===== src/rtl/add_round_key_stage_pkg.sv =====
// Shared AES constants, types and the round-counter state encoding.
package add_round_key_stage_pkg;

    localparam int AES_NR    = 10;
    localparam int AES_NK    = 4;
    localparam int STATE_W   = 32 * AES_NK;
    localparam int KEY_IDX_W = 4;

    typedef logic [STATE_W-1:0]   state_t;
    typedef logic [KEY_IDX_W-1:0] round_idx_t;

    // Round phases: the first and last rounds take the shr_in path, the
    // middle rounds take the MixColumns path.
    typedef enum logic [1:0] {
        ROUND_0 = 2'd0,
        MID     = 2'd1,
        FINAL   = 2'd2
    } round_state_e;

    // Phase a given round index belongs to, for a cipher with nr rounds.
    function automatic round_state_e state_of(input round_idx_t r, input round_idx_t nr);
        if (r == '0) begin
            return ROUND_0;
        end else if (r == nr) begin
            return FINAL;
        end
        return MID;
    endfunction

endpackage


===== src/rtl/add_round_key_stage_round_key_file.sv =====
// Round-key file: NUM_KEYS x 128-bit registers, one write port, one
// combinational read port. Reads see the value before a same-edge write.
module round_key_file
    import add_round_key_stage_pkg::*;
#(
    parameter int NUM_KEYS = AES_NR + 1
) (
    input  logic       clk,
    input  logic       rst_n,
    input  logic       wr_en,
    input  round_idx_t wr_idx,
    input  state_t     wr_data,
    input  round_idx_t rd_idx,
    output state_t     rd_data
);

    localparam round_idx_t NUM_KEYS_IDX = round_idx_t'(NUM_KEYS);

    state_t key_q [NUM_KEYS];
    state_t key_d [NUM_KEYS];

    // Next key-file contents: apply an in-range write, ignore out-of-range indices.
    always_comb begin
        // NOTE: start from the held value so every path assigns key_d and no latch is inferred.
        key_d = key_q;
        if (wr_en && (wr_idx < NUM_KEYS_IDX)) begin
            key_d[wr_idx] = wr_data;
        end
    end

    assign rd_data = (rd_idx < NUM_KEYS_IDX) ? key_q[rd_idx] : '0;

    // Key storage register, cleared by reset so keys must be reloaded afterwards.
    always_ff @(posedge clk or negedge rst_n) begin
        if (!rst_n) begin
            // NOTE: this storage is flops, not a RAM macro, so it can and must be reset to zero.
            for (int i = 0; i < NUM_KEYS; i++) begin
                key_q[i] <= '0;
            end
        end else begin
            // NOTE: non-blocking so the read port in this cycle still sees the old key.
            key_q <= key_d;
        end
    end

endmodule


===== src/rtl/add_round_key_stage.sv =====
// Registered AddRoundKey stage of the iterative AES-128 encryption datapath.
// Tracks the current round, selects plaintext / MixColumns / ShiftRows input,
// XORs it with that round's key and holds the result in a one-entry output
// register behind a valid/ready handshake.
module add_round_key_stage
    import add_round_key_stage_pkg::*;
#(
    parameter int NR = AES_NR
) (
    input  logic                 clk,
    input  logic                 rst_n,
    input  logic                 abort,
    input  logic                 key_wr_en,
    input  logic [KEY_IDX_W-1:0] key_wr_idx,
    input  logic [STATE_W-1:0]   key_wr_data,
    input  logic                 in_valid,
    output logic                 in_ready,
    input  logic [STATE_W-1:0]   mix_in,
    input  logic [STATE_W-1:0]   shr_in,
    output logic                 out_valid,
    input  logic                 out_ready,
    output logic [STATE_W-1:0]   out,
    output logic [KEY_IDX_W-1:0] out_round,
    output logic                 last,
    output logic [KEY_IDX_W-1:0] round
);

    localparam round_idx_t NR_IDX = round_idx_t'(NR);

    round_state_e state_q,     state_d;
    round_idx_t   round_q,     round_d;
    state_t       out_q,       out_d;
    round_idx_t   out_round_q, out_round_d;
    logic         last_q,      last_d;
    logic         out_valid_q, out_valid_d;

    state_t round_key;
    state_t sel;
    logic   accept;

    round_key_file #(
        .NUM_KEYS (NR + 1)
    ) u_key_file (
        .clk     (clk),
        .rst_n   (rst_n),
        .wr_en   (key_wr_en),
        .wr_idx  (key_wr_idx),
        .wr_data (key_wr_data),
        .rd_idx  (round_q),
        .rd_data (round_key)
    );

    assign in_ready = !out_valid_q || out_ready;
    assign accept   = in_valid && in_ready;
    assign sel      = (state_q == MID) ? mix_in : shr_in;

    // Next-state: abort beats accept, accept beats a plain drain of the output.
    always_comb begin
        state_d     = state_q;
        round_d     = round_q;
        out_d       = out_q;
        out_round_d = out_round_q;
        last_d      = last_q;
        out_valid_d = out_valid_q;
        if (abort) begin
            round_d     = '0;
            state_d     = ROUND_0;
            out_valid_d = 1'b0;
        end else if (accept) begin
            out_d       = sel ^ round_key;
            out_round_d = round_q;
            last_d      = (state_q == FINAL);
            out_valid_d = 1'b1;
            round_d     = (state_q == FINAL) ? '0 : round_q + round_idx_t'(1);
            state_d     = state_of(round_d, NR_IDX);
        end else if (out_ready) begin
            out_valid_d = 1'b0;
        end
    end

    // Round counter, FSM state and output register.
    always_ff @(posedge clk or negedge rst_n) begin
        if (!rst_n) begin
            state_q     <= ROUND_0;
            round_q     <= '0;
            out_q       <= '0;
            out_round_q <= '0;
            last_q      <= 1'b0;
            out_valid_q <= 1'b0;
        end else begin
            state_q     <= state_d;
            round_q     <= round_d;
            out_q       <= out_d;
            out_round_q <= out_round_d;
            last_q      <= last_d;
            out_valid_q <= out_valid_d;
        end
    end

    assign out       = out_q;
    assign out_round = out_round_q;
    assign last      = last_q;
    assign out_valid = out_valid_q;
    assign round     = round_q;

endmodule


===== config.mk =====
export PLATFORM = sky130hd
export DESIGN_NAME = add_round_key_stage
export DESIGN_NICKNAME = d
export VERILOG_FILES = /design/src/rtl/add_round_key_stage_pkg.sv /design/src/rtl/add_round_key_stage_round_key_file.sv /design/src/rtl/add_round_key_stage.sv
export SDC_FILE = /design/constraint.sdc
export NUM_CORES = 2
export LEC_CHECK = 0
export ABC_AREA = 1
export CORE_MARGIN = 2
export CORE_UTILIZATION = 40
export DETAILED_ROUTE_END_ITERATION = 7
export PLACE_DENSITY = 0.58
export SYNTH_ARGS = -nofsm -noshare
export SYNTH_HDL_FRONTEND = slang
export SYNTH_SLANG_ARGS = --single-unit
export TNS_END_PERCENT = 10

===== constraint.sdc =====
create_clock -name clk -period 2.4 [get_ports clk]
set_input_delay 0.48 -clock clk [delete_from_list [all_inputs] [get_ports clk]]
set_output_delay 0.48 -clock clk [all_outputs]
set_load 0.01 [all_outputs]

## Word-level counts from Yosys, hierarchy flattened

Cells that the tools add are included.

| operators by class | value |
|---|---|
| add/subtract/negate cells | 1 |
| multiply operators | 0 |
| divide/modulo/power cells | 0 |
| magnitude comparators | 5 |
| eq/ne operators | 3 |
| shift operators | 0 |
| multiplexer cells | 23 |
| bitwise gates (word level) | 4 |
| reduce and logical (&&, ||, !) cells | 9 |

Operators with widths:

| cell | number |
|---|---|
| 1408-bit bitwise mux | 1 |
| 128-bit 2-to-1 mux | 5 |
| 128-bit binary-select mux with 4-bit select | 1 |
| 128-bit demux with 4-bit select | 1 |
| 128-bit bitwise XOR | 1 |
| 4-bit 2-to-1 mux | 3 |
| 5-bit greater-or-equal comparator (second input constant) | 2 |
| 2-bit 2-to-1 mux | 5 |
| 4-bit NOT with 5-bit output | 2 |
| 4-bit < comparator (second input constant) | 2 |
| 1-bit 2-to-1 mux | 7 |
| 5-bit by 1-bit < comparator with 1-bit output (second input constant) | 1 |
| 4-bit by 1-bit adder with 4-bit output (second input constant) | 1 |
| 4-bit equality test (second input constant) | 1 |
| 4-bit zero test | 1 |
| 1-bit logical AND | 3 |
| 3-bit nonzero test | 1 |
| 2-bit by 1-bit equality test with 1-bit output (second input constant) | 1 |
| 2-bit equality test (second input constant) | 1 |
| 2-bit AND reduction | 1 |
| 2-bit nonzero test | 1 |
| 1-bit zero test | 1 |
| 1-bit logical OR | 1 |
| 1-bit NOT | 1 |

| word-level totals | value |
|---|---|
| bits in registers | 1548 |
| latch bits | 0 |
| bits in writable memories | 0 |
| memory bits (read-only) | 0 |
| input port bits | 394 |
| logic and storage cells | 62 |
| memories kept | 0 |

## Depth between registers and ports, before layout

| logic depth | value |
|---|---|
| depth in word-level cells | 10 |
| gate-level depth with buffers | 14 |
| gate-level depth less buffers | 10 |

## Cells and area by module

A second synthesis with hierarchy kept.

| unflattened totals | value |
|---|---|
| cells, all modules | 9698 |
| area, all modules | 74097.3 µm² |

Modules (own cells, without submodules):

| module | instances | cells each | area an instance (µm²) |
|---|---|---|---|
| round_key_file | 1 | 8404 | 65501.6 |
| add_round_key_stage | 1 | 1294 | 8595.7 |

## Worst setup path before layout

Ideal clock, no wire load.

| timing | value |
|---|---|
| path kind | register -> register |
| from | reg round_q[0], in the netlist round[0] |
| to | reg out_q[107], in the netlist out[107] |
| arrival time | 1.735 ns |
| slack | 0.547 ns |
| stages on the path, launching flop included | 12 |
| path buffers | 2 |
| period minus slack after synthesis | 1.853 ns |
| cells stage by stage | dfrtp_1 > ha_1 > nor2_1 > inv_1 > nor2_1 > clkbuf_1 > clkbuf_1 > nand2_1 > nand2_1 > nand2_1 > nand3_1 > nand2_1 |

| on the way | value |
|---|---|
| word-level cells in the longest chain between the ends | 6 |
| elaborated cells between the ends (all ways) | 7 |

RTL lines:

| what | line | RTL |
|---|---|---|
| start: declaration | add_round_key_stage.sv:31 | `round_idx_t round_q, round_d;` |
| start signal: assignment | add_round_key_stage.sv:92 | `round_q <= round_d;` |
| 4-bit NOT with 5-bit output (implied by the code) | add_round_key_stage_round_key_file.sv:31 | `assign rd_data = (rd_idx < NUM_KEYS_IDX) ? key_q[rd_idx] : '0;` |
| 128-bit binary-select mux with 4-bit select | add_round_key_stage_round_key_file.sv:31 |  |
| 128-bit 2-to-1 mux (implied by the code) (2 in a row) | add_round_key_stage_round_key_file.sv:31 |  |
| 128-bit 2-to-1 mux * | add_round_key_stage_round_key_file.sv:31 |  |
| 128-bit bitwise XOR * | add_round_key_stage.sv:70 | `out_d = sel ^ round_key;` |
| end signal: assignment | add_round_key_stage.sv:93 | `out_q <= out_d;` |
| end: declaration | add_round_key_stage.sv:32 | `state_t out_q, out_d;` |

Mark *: on every way between the ends. The rest lies on a longest branch, timed or not. The select of a mux whose other input is x is not followed.
A chain may end at the register's enable or synchronous reset.

## Worst setup path after layout

| timing | value |
|---|---|
| from | reg out_q[49], in the netlist out[49] |
| to | out out[49] |

RTL lines:

| what | line | RTL |
|---|---|---|
| end: declaration | add_round_key_stage.sv:22 | `output logic [STATE_W-1:0] out,` |

No word-level cell between the ends.

==> results by group <==
Outcome
  – Status: completed

Logic synthesis
  – Simple-gate share of the synthesized area: 27.30%
  – Post-synthesis adder-cell area fraction: 0.01716%
  – Mapped Nets: 10096
  – Compound-gate portion of the synthesized area: 12.39%
  – Synth Warn #: 0
  – Largest family of logic cells by synthesized area: simple AND/OR/NAND/NOR gates
  – Synth unique cells: 22
  – Post-synthesis sequential area ratio: 53.12%
  – Mean Syn Cell Area: 7.517 um2
  – Mapped Cells: 9701
  – Synth Cell Area: 72920 um2
  – Synthesized flop and latch total: 1548
  – Synth Area in XOR/XNOR: 0.01201%
  – Post-synthesis mux area share: 0%

STA
  – RSZ-0062 raised after global routing: false
  – Final hold viol count: 0
  – Highest clock rate: 428.9 MHz
  – Minimum clock period: 2.332 ns
  – Slew @ Worst Pin: 0.6113 ns
  – Slew Viols, Final: 0
  – Slew HR: 59.25%
  – Hold WS: 0.2398 ns
  – Final worst-path cycle share: 97.15%
  – Finish-stage setup viols: 0
  – Final clock skew: 0.02582 ns
  – Setup TNS: 0 ns
  – Final worst setup slack: 0.06833 ns

CTS
  – Clk sinks: 1548
  – Postcts setup bufs: 0
  – Clock latency on the worst-skew pair: 0.80 ns
  – CTS Buf Count: 174
  – CTS tree: yes
  – Htree depth: 4
  – Clock buffer depth: 3
  – Worst-path clk slew: 0.06 ns
  – Root Buffer: clkbuf_16

Critical path
  – Crit path cell chain: clkdlybuf4s50_1
  – Max stage delay on crit path: 0.61 ns
  – Crit path kind: flop to output port
  – Bufs and invs on worst path: 1
  – CP max FO: 2
  – Setup crit start kind: flop
  – Setup crit end kind: output port
  – Crit path max-delay family: buffers and inverters
  – Flop-to-flop setup slack: 0.13 ns
  – Worst endpoint required time: 1.92 ns
  – Worst path arrival time: 1.85 ns
  – Slowest CP cell: clkdlybuf4s50_1

Run
  – Max cap viols: 0

Global route
  – Congestion Overflow GR: 0
  – Vias in the first global route: 62222
  – First-pass GRT wire length: 358900 um
  – Largest net degree at the start of global routing: 103
  – Initial antenna violation count: 2
  – Gr usage total: 24.28%

Cells and area
  – Area grow syn2layout: 20.57%
  – Final core occ: 48.59%
  – Fin area: 87920 um2
  – Nets: 10338
  – Layout Cells excl Fill: 12460
  – Fillcell total: 17723
  – Footprint of the multi-input gates: 29030 um2
  – Register area: 38750 um2
  – Share of cells above drive strength 1: 6.007%

Detailed routing
  – DRT Wirelength: 225700 um
  – Iter 0 DRT Violations: 5555
  – Via density: 5.133
  – DRT antenna net count: 0
  – First-pass DRT Iterations: 5
  – Routed wire per std cell: 18.11 um
  – DRC violations left: 0
  – Vias: 63952

Die
  – Die width: 431.0 um
  – Die ar.: 185700 um2
  – Core Rows: 156
  – CORE AREA: 180900 um2
  – Die H: 431.0 um
  – Initial core utilization: 40.30%
  – # IOs: 533

Placement
  – Placed Cells: 12136
  – Detail Placement HPWL: 142600 um
  – Port-buffer cells: 532
  – Dpl ws: -0.07551 ns
  – Placed cell area: 82060 um2
  – GPL Wtd Cong: 0.7935

Power
  – Peak VDD IR: 535.7 uV
  – Power Total: 76.14 mW
  – LEAKAGE: 44.26 nW
  – Pwr Density: 866.0 nW/um2

Min path
  – Hold Path Class: input port to async pin
==> synth_stat cells, drive strengths merged <==
cell type	n	share of area [%]
xor2	1	0.012
inv	529	2.7
nand3	772	5.3
o22ai	4	0.034
ha	1	0.017
nor3	3	0.021
nor2	402	2.1
dfrtp	1548	53
nand4	6	0.051
clkbuf	572	2.9
nand2	3858	20
o21ai	1798	12
clkinv	1	0.0051
a21oi	2	0.019
buf	204	1.5
==> layer usage <==
| metal | vias to the layer above | routed length, um | global-route usage [%] |
|---|---|---|---|
| li1 | 31221 | - | - |
| met1 | 30900 | 98820 | 31.68 |
| met2 | 1492 | 111800 | 42.50 |
| met3 | 339 | 8878 | 2.625 |
| met4 | 0 | 6141 | 7.133 |
| met5 | - | 0 | 0 |
==> what timing repair did <==
| item | 4_1_cts | 5_1_grt |
|---|---|---|
| hold endpoints to repair | 438 | 0 |
| resized for setup | 3 | 1 |
| endpoints found under the setup margin | 2 | 1 |
| hold buffers | 1 | 0 |
| cloned | 0 | 0 |
==> flip-flops by register name, summed over array words and instances (netlist names) <==
register / flops
u_key_file.key_q: 1408
out: 128
out_round: 4
round: 4
state_q: 2
last: 1
out_valid: 1
==> layout make-up <==
class | count | area share, %
antenna | 2 | 0.005692
clock buffer | 264 | 5.900
clock inverter | 57 | 0.7400
inverter | 530 | 2.310
multi-input combinational | 6847 | 33.02
sequential | 1548 | 44.07
tap | 2370 | 3.373
timing repair buffer | 842 | 10.58
==> worst reg2reg max path, cell delays in order (launching register included) <==
cell and delay, ns:
dfrtp_4 0.50, buf_12 0.17, inv_16 0.19, buf_12 0.34, buf_4 0.31, nor2_1 0.05, o21ai_0 0.24, nand2_1 0.11
nand2_1 0.08, nand2_1 0.05, nand3_1 0.06, nand2_1 0.05
==> logic make-up (layout without fill, tap and decap cells) <==
| family | Yosys count | count (layout) |
|---|---|---|
| other | 0 | 2 |
| buffers and inverters | 1306 | 1693 |
| AO/OA/AOI/OAI | 1804 | 1804 |
| AND/OR/NAND/NOR | 5041 | 5041 |
| XOR/XNOR | 1 | 1 |
| flip-flops | 1548 | 1548 |
| adder cells (fa/ha/maj) | 1 | 1 |
==> layout by cell type, fill, tap and decap left out, drive strengths merged <==
cell type	count
dfrtp	1548
nor2	402
o21ai	1798
clkinv	37
nand4	6
o22ai	4
clkinvlp	3
dlymetal6s2s	1
dlygate4sd3	1
nand3	772
bufinv	10
nor3	3
clkbuf	264
buf	310
nand2	3858
a21oi	2
inv	537
xor2	1
diode	2
dlygate4sd2	1
clkdlybuf4s50	529
ha	1
==> final timing paths <==
check | startpoint | to | depth (start not counted)
min in group clk | in_valid | out_valid | 3
min | rst_n | u_key_file.key_q[1402] | 2
max in group asynchronous | rst_n | u_key_file.key_q[429] | 4
max reg2reg | round[0] | out[53] | 11
min reg2reg | u_key_file.key_q[317] | u_key_file.key_q[317] | 2
max | out[49] | out[49] | 1
==> where the power goes <==
part | leakage, nW | internal [mW] | total [mW] | switching (mW)
Sequential | 19.7 | 31.7 | 34.7 | 2.97
Clock | 2.88 | 16.0 | 27.1 | 11.1
Combinational | 21.6 | 6.03 | 14.4 | 8.34
No activity file was read; power rests on OpenSTA's default activity.
